--- config.mk ---
export PLATFORM = sky130hd
export DESIGN_NAME = ps2_key_rx
export DESIGN_NICKNAME = d
export VERILOG_FILES = /design/src/rtl/ps2_key_rx.sv
export SDC_FILE = /design/constraint.sdc
export NUM_CORES = 1
export LEC_CHECK = 0
export ABC_AREA = 1
export CORE_UTILIZATION = 52
export DETAILED_ROUTE_END_ITERATION = 6
export PLACE_DENSITY = 0.75
export SETUP_SLACK_MARGIN = 0.5
export SYNTH_ARGS = -nofsm -noshare
export SYNTH_HDL_FRONTEND = slang
export SYNTH_SLANG_ARGS = --single-unit
--- constraint.sdc ---
create_clock -name clk -period 1.7 [get_ports clk]
set_clock_uncertainty 0.15 [all_clocks]
set_input_delay 0.34 -clock clk [delete_from_list [all_inputs] [get_ports clk]]
set_output_delay 0.34 -clock clk [all_outputs]
set_load 0.05 [all_outputs]
--- src/rtl/ps2_key_rx.sv ---
// ps2_key_rx -- PS/2 keyboard receiver.
// Deserialises device-to-host frames taken straight from the ps2_clk/ps2_data
// pins and strips the E0 (extended) and F0 (break) prefixes. It reports:
//   key_p     one-cycle strobe, new make code on key_in (key_ext = E0 seen)
//   key_rel   one-cycle strobe, a break sequence completed (key_in untouched)
//   frame_err one-cycle strobe, bad start/parity/stop bit or inter-edge timeout
// Optional build macro: PS2_TYPEMATIC_SUPPRESS_EN
//   When defined, the block remembers the currently held key (code + ext) and
//   drops typematic repeats of that key until its break code arrives.
module ps2_key_rx #(
  parameter int TIMEOUT_CYCLES = 50000,  // clk cycles allowed between ps2_clk falls
  parameter int TO_W           = 16      // timeout counter width, 2**TO_W > TIMEOUT_CYCLES
) (
  input  logic       clk,
  input  logic       resetn,
  input  logic       ps2_clk,
  input  logic       ps2_data,
  output logic [7:0] key_in,
  output logic       key_p,
  output logic       key_ext,
  output logic       key_rel,
  output logic       frame_err
);

  localparam logic [7:0]      CODE_EXT = 8'hE0;
  localparam logic [7:0]      CODE_BRK = 8'hF0;
  localparam logic [TO_W-1:0] TO_LAST  = TO_W'(TIMEOUT_CYCLES - 1);
  localparam logic [TO_W-1:0] TO_ONE   = TO_W'(1);

  typedef enum logic [1:0] {
    ST_IDLE,
    ST_DATA,
    ST_PARITY,
    ST_STOP
  } state_e;

  // ---------------------------------------------------------------------------
  // Pin synchronisation and ps2_clk falling-edge detection
  // ---------------------------------------------------------------------------
  logic [1:0] clk_sync_q;
  logic [1:0] data_sync_q;
  logic       clk_prev_q;
  logic       fall;
  logic       data_s;

  // Two-flop synchronisers on both pins plus one history flop on the clock pin.
  always_ff @(posedge clk) begin
    // NOTE: sequential state is written with non-blocking assignments so every
    // flop in the block samples the values from before the edge.
    if (!resetn) begin
      // NOTE: synchronisers reset to 1 (idle bus) so leaving reset with the
      // pins idle can never look like a falling ps2_clk edge.
      clk_sync_q  <= 2'b11;
      data_sync_q <= 2'b11;
      clk_prev_q  <= 1'b1;
    end else begin
      clk_sync_q  <= {clk_sync_q[0], ps2_clk};
      data_sync_q <= {data_sync_q[0], ps2_data};
      clk_prev_q  <= clk_sync_q[1];
    end
  end

  assign fall   = clk_prev_q & ~clk_sync_q[1];
  assign data_s = data_sync_q[1];

  // ---------------------------------------------------------------------------
  // Frame FSM with inter-edge timeout
  // ---------------------------------------------------------------------------
  state_e          state_q, state_d;
  logic [2:0]      bit_cnt_q, bit_cnt_d;
  logic [7:0]      shift_q, shift_d;
  logic            parity_q, parity_d;
  logic [TO_W-1:0] to_cnt_q, to_cnt_d;

  logic            byte_ok;    // stop step with good parity and stop bit
  logic            bad_frame;  // stop step with bad parity or stop bit
  logic            timeout;    // inter-edge limit reached while mid-frame

  // Frame state register.
  always_ff @(posedge clk) begin
    if (!resetn) begin
      state_q   <= ST_IDLE;
      bit_cnt_q <= '0;
      shift_q   <= '0;
      parity_q  <= 1'b0;
      to_cnt_q  <= '0;
    end else begin
      state_q   <= state_d;
      bit_cnt_q <= bit_cnt_d;
      shift_q   <= shift_d;
      parity_q  <= parity_d;
      to_cnt_q  <= to_cnt_d;
    end
  end

  // Next-state logic: advance one bit per ps2_clk fall, otherwise run the timeout.
  always_comb begin
    // NOTE: every signal driven here gets a default first, so no path can leave
    // one unassigned and infer a latch.
    state_d   = state_q;
    bit_cnt_d = bit_cnt_q;
    shift_d   = shift_q;
    parity_d  = parity_q;
    to_cnt_d  = to_cnt_q;
    byte_ok   = 1'b0;
    bad_frame = 1'b0;
    timeout   = 1'b0;

    if (fall) begin
      // A fall always wins over a timeout landing in the same cycle.
      to_cnt_d = '0;
      unique case (state_q)
        ST_IDLE: begin
          if (!data_s) begin
            state_d   = ST_DATA;
            bit_cnt_d = '0;
          end
        end
        ST_DATA: begin
          shift_d   = {data_s, shift_q[7:1]};  // LSB arrives first
          bit_cnt_d = bit_cnt_q + 3'd1;
          if (bit_cnt_q == 3'd7) begin
            state_d = ST_PARITY;
          end
        end
        ST_PARITY: begin
          parity_d = data_s;
          state_d  = ST_STOP;
        end
        ST_STOP: begin
          // Odd parity: data bits plus parity bit hold an odd number of ones.
          if (data_s && (^shift_q ^ parity_q)) begin
            byte_ok = 1'b1;
          end else begin
            bad_frame = 1'b1;
          end
          state_d = ST_IDLE;
        end
        default: state_d = ST_IDLE;
      endcase
    end else if (state_q != ST_IDLE) begin
      if (to_cnt_q == TO_LAST) begin
        timeout  = 1'b1;
        state_d  = ST_IDLE;
        to_cnt_d = '0;
      end else begin
        to_cnt_d = to_cnt_q + TO_ONE;
      end
    end else begin
      to_cnt_d = '0;
    end
  end

  // ---------------------------------------------------------------------------
  // Byte decoder: prefix tracking and output strobes
  // ---------------------------------------------------------------------------
  logic       ext_q, ext_d;
  logic       brk_q, brk_d;
  logic [7:0] key_in_q, key_in_d;
  logic       key_ext_q, key_ext_d;
  logic       key_p_q, key_p_d;
  logic       key_rel_q, key_rel_d;
  logic       frame_err_q, frame_err_d;

`ifdef PS2_TYPEMATIC_SUPPRESS_EN
  logic       held_valid_q, held_valid_d;
  logic [7:0] held_code_q, held_code_d;
  logic       held_ext_q, held_ext_d;
  logic       held_match;

  // The incoming code (with the current ext prefix) names the held key.
  assign held_match = held_valid_q && (held_code_q == shift_q) && (held_ext_q == ext_q);
`endif

  // Decoder and output registers.
  always_ff @(posedge clk) begin
    if (!resetn) begin
      ext_q        <= 1'b0;
      brk_q        <= 1'b0;
      key_in_q     <= '0;
      key_ext_q    <= 1'b0;
      key_p_q      <= 1'b0;
      key_rel_q    <= 1'b0;
      frame_err_q  <= 1'b0;
`ifdef PS2_TYPEMATIC_SUPPRESS_EN
      held_valid_q <= 1'b0;
      held_code_q  <= '0;
      held_ext_q   <= 1'b0;
`endif
    end else begin
      ext_q        <= ext_d;
      brk_q        <= brk_d;
      key_in_q     <= key_in_d;
      key_ext_q    <= key_ext_d;
      key_p_q      <= key_p_d;
      key_rel_q    <= key_rel_d;
      frame_err_q  <= frame_err_d;
`ifdef PS2_TYPEMATIC_SUPPRESS_EN
      held_valid_q <= held_valid_d;
      held_code_q  <= held_code_d;
      held_ext_q   <= held_ext_d;
`endif
    end
  end

  // Interpret each accepted byte; byte_ok, bad_frame and timeout are mutually
  // exclusive, so at most one strobe can rise per cycle.
  always_comb begin
    ext_d       = ext_q;
    brk_d       = brk_q;
    key_in_d    = key_in_q;
    key_ext_d   = key_ext_q;
    key_p_d     = 1'b0;
    key_rel_d   = 1'b0;
    frame_err_d = bad_frame | timeout;
`ifdef PS2_TYPEMATIC_SUPPRESS_EN
    held_valid_d = held_valid_q;
    held_code_d  = held_code_q;
    held_ext_d   = held_ext_q;
`endif

    if (timeout) begin
      // An abandoned frame may have been part of a prefixed sequence.
      ext_d = 1'b0;
      brk_d = 1'b0;
    end else if (byte_ok) begin
      if (shift_q == CODE_EXT) begin
        ext_d = 1'b1;
      end else if (shift_q == CODE_BRK) begin
        brk_d = 1'b1;
      end else if (brk_q) begin
        key_rel_d = 1'b1;
        ext_d     = 1'b0;
        brk_d     = 1'b0;
`ifdef PS2_TYPEMATIC_SUPPRESS_EN
        if (held_match) begin
          held_valid_d = 1'b0;
        end
`endif
      end else begin
        ext_d = 1'b0;
        brk_d = 1'b0;
`ifdef PS2_TYPEMATIC_SUPPRESS_EN
        if (!held_match) begin
          key_in_d     = shift_q;
          key_ext_d    = ext_q;
          key_p_d      = 1'b1;
          held_valid_d = 1'b1;
          held_code_d  = shift_q;
          held_ext_d   = ext_q;
        end
`else
        key_in_d  = shift_q;
        key_ext_d = ext_q;
        key_p_d   = 1'b1;
`endif
      end
    end
  end

  assign key_in    = key_in_q;
  assign key_p     = key_p_q;
  assign key_ext   = key_ext_q;
  assign key_rel   = key_rel_q;
  assign frame_err = frame_err_q;

endmodule

==> impl_metrics.yaml <==
critical_path:
  path_class: "register to register"
  arrival_ns: 2.14
  startpoint_type: "register"
  reg2regPathDepth: 14
  crit_required_ns: 1.76
  crit_fanout: 3
  endpoint_kind: "register"
  r2r-start: "shift_q[6]"
  crit_start: "shift_q[6]"
timing:
  worst_pin_slew_ns: 0.363
  rsz0062_at_grt: "true"
  max_slew_margin_pct: 75.7
  fin_crit_ns: 2.08
  period_share_pct: 122
  maxSlewViolCount: 0
  hold_viol: 0
  setup_ws_ns: -0.380
  setup_viol: 14
  fmax_mhz: 481
route:
  drt-initial-drc-count: 156
  wire_per_inst_microns: 15.4
  avgViaCountPerCell: 5.33
  wl_microns: 6380
  remaining_drc_errors: 0
  dr.pass1.iters: 4
  ant_nets: 0
  vias: 2207
finish:
  final_common_cell: "nand2_1"
  final_cell_mix: "nand2_1, buf_4, nor2_1, dfxtp_1, inv_1"
  final_cells: 414
  ff_latch_area_sq_mm: 0.00102
  finalNetCount: 379
  synthToLayoutAreaGrowth_pct: 57.0
  antenna_cells: 0
  multi_input_area_sq_mm: 0.00152
  fillers: 202
  drive_gt1_share_pct: 53.3
clocking:
  clkLatencyLatePin_ns: 0.31
  clk_pin_slew_worst_paths_ns: 0.09
  cts.path.max_buffers: 2
  cts_sinks: 49
  root_buffer: "clkbuf_8"
  cts-htree-levels: 2
  cts_tree: "built"
  holdBufCountCts: 0
  cts_made_buffers: 5
yosys:
  synth_area_per_cell_sq_um: 7.88
  synth_edf_count: 0
  ys_seq_elements: 49
  yosys_warnings: 0
  yosysSeqAreaShare_pct: 42.5
  syn-instance-count: 293
  synth_flop_cell: "dfxtp_1"
  synth.net_count: 309
  ys_async_sr_fraction_pct: 0
  synth_area_sq_mm: 0.00231
  ys_types: 36
outcome:
  outcome: "finished, violations left"
  violations: "negative setup slack"
placement:
  dp_cells: 370
  globalplace.congestion: 0.807
  detailed_place_hpwl_microns: 3140
  io_buffers: 15
  pre_cts_ws_ns: -0.168
die:
  die_area_sq_mm: 0.00471
  core.rowCount: 23
  ioPinCount: 16
  start_util_pct: 55.7
  die_y_microns: 68.6
  die_w_microns: 68.6
  core_area_sq_mm: 0.00414
grt:
  busiest_layer: "met2"
  grtUsageMet2_pct: 50.6
  grt_pass1_vias: 2136
  antenna_found_initial: 0
  grt_start_max_net_pins: 20
  grtUsageMet1_pct: 32.0
  grt_pass1_wl_microns: 9600
  gr-usage-met3_pct: 5.26
  grt-ovfl-total: 0
  grtUsageTotal_pct: 28.4
hold_path:
  hold_depth: 1
  hp-class: "register to register"
  min_from: "brk_q"
power_and_ir_drop:
  p_leak_uw: 0.00144
  ir_drop_mv: 0.520
  p_per_area_mw_per_mm2: 605
flow_run:
  maxCapViolations: 0
synth_stat cells (3+ instances only):
library cell  count  share of area (%)
or2_2             4                1.1
nand2_1          56                9.1
ha_1             12                6.5
nand3_1          12                2.6
a21oi_1          16                3.5
xor2_1            4                1.5
dfxtp_1          49                 42
a221oi_1          3                1.1
nor2_2           14                3.8
nor2_1           36                5.9
o21ai_0          12                2.6
nor3b_1           3               0.98
nand3_2           4                1.7
inv_1            36                5.9
cell type report:
class,count,share of cell area (%)
clock buffer,5,1.90
clock inverter,3,1.79
inverter,41,4.62
multi-input combinational,200,41.8
sequential,49,28.0
tap,50,1.72
timing repair buffer,66,20.1
registers in the layout, indices dropped and copies added, names as in the netlist, 2 cells and up:
| name | count |
|---|---|
| bit_cnt_q | 3 |
| clk_sync_q | 2 |
| data_sync_q | 2 |
| key_in | 8 |
| shift_q | 8 |
| state_q | 2 |
| to_cnt_q | 16 |
through the flow:
stage	power (uW)	utilization, %	hold WS, ns	setup TNS (ns)	instance area (sq um)
2_1_floorplan	1210	-	0.242	-0.222	2510
3_3_place_gp	1230	70.1	0.244	-1.45	2910
3_5_place_dp	1230	70.1	0.247	-2.34	2910
4_1_cts	2200	84.4	0.255	-1.43	3500
5_1_grt	2250	87.5	0.266	-5.42	3630
6_report	2190	87.5	0.256	-3.75	3630
path summary, 6_finish.rpt:
check / slack (ns) / to
setup / recovery: -0.38 / brk_q
hold / removal: 0.26 / key_p
setup reg to reg: -0.38 / brk_q
hold reg to reg: 0.26 / key_p
critical path: stages, from the launching register on:
cell and delay, ns:
dfxtp_1 0.38, ha_4 0.22, inv_1 0.09, nand2_2 0.08, nand2_1 0.06, nand2_1 0.08, nand2_1 0.10, nand2_1 0.07
nand2_2 0.09, nand3_4 0.13, buf_6 0.17, nor2_4 0.09, nand2_2 0.09, nand2_2 0.10, nor2_1 0.05
per-layer routing:
layer / part of all wire [%] / up-vias
met5: 0 / -
met4: 3.1 / 0
met3: 4.6 / 22
met2: 52 / 75
met1: 40 / 1043
li1: - / 1067
logic make-up after synthesis:
group / count (synthesis) / share of synthesized area [%]
flops: 49 / 42.5
simple gates: 145 / 31.7
fa+ha+maj: 12 / 6.50
compound gates: 35 / 8.56
xor+xnor: 5 / 1.90
mux: 1 / 0.433
buf+inv: 46 / 8.40
power by group:
part           internal (uW)  switching, uW
Sequential              1150           4.35
Combinational           21.6           36.3
Clock                    584            399
what timing repair did:
item,in CTS,in global routing
gates resized for setup,71,28
setup endpoints to repair,61,60
cloned,3,0
pin swaps,26,15
buffers inserted,26,7
Power figures use the tool's default switching activity.
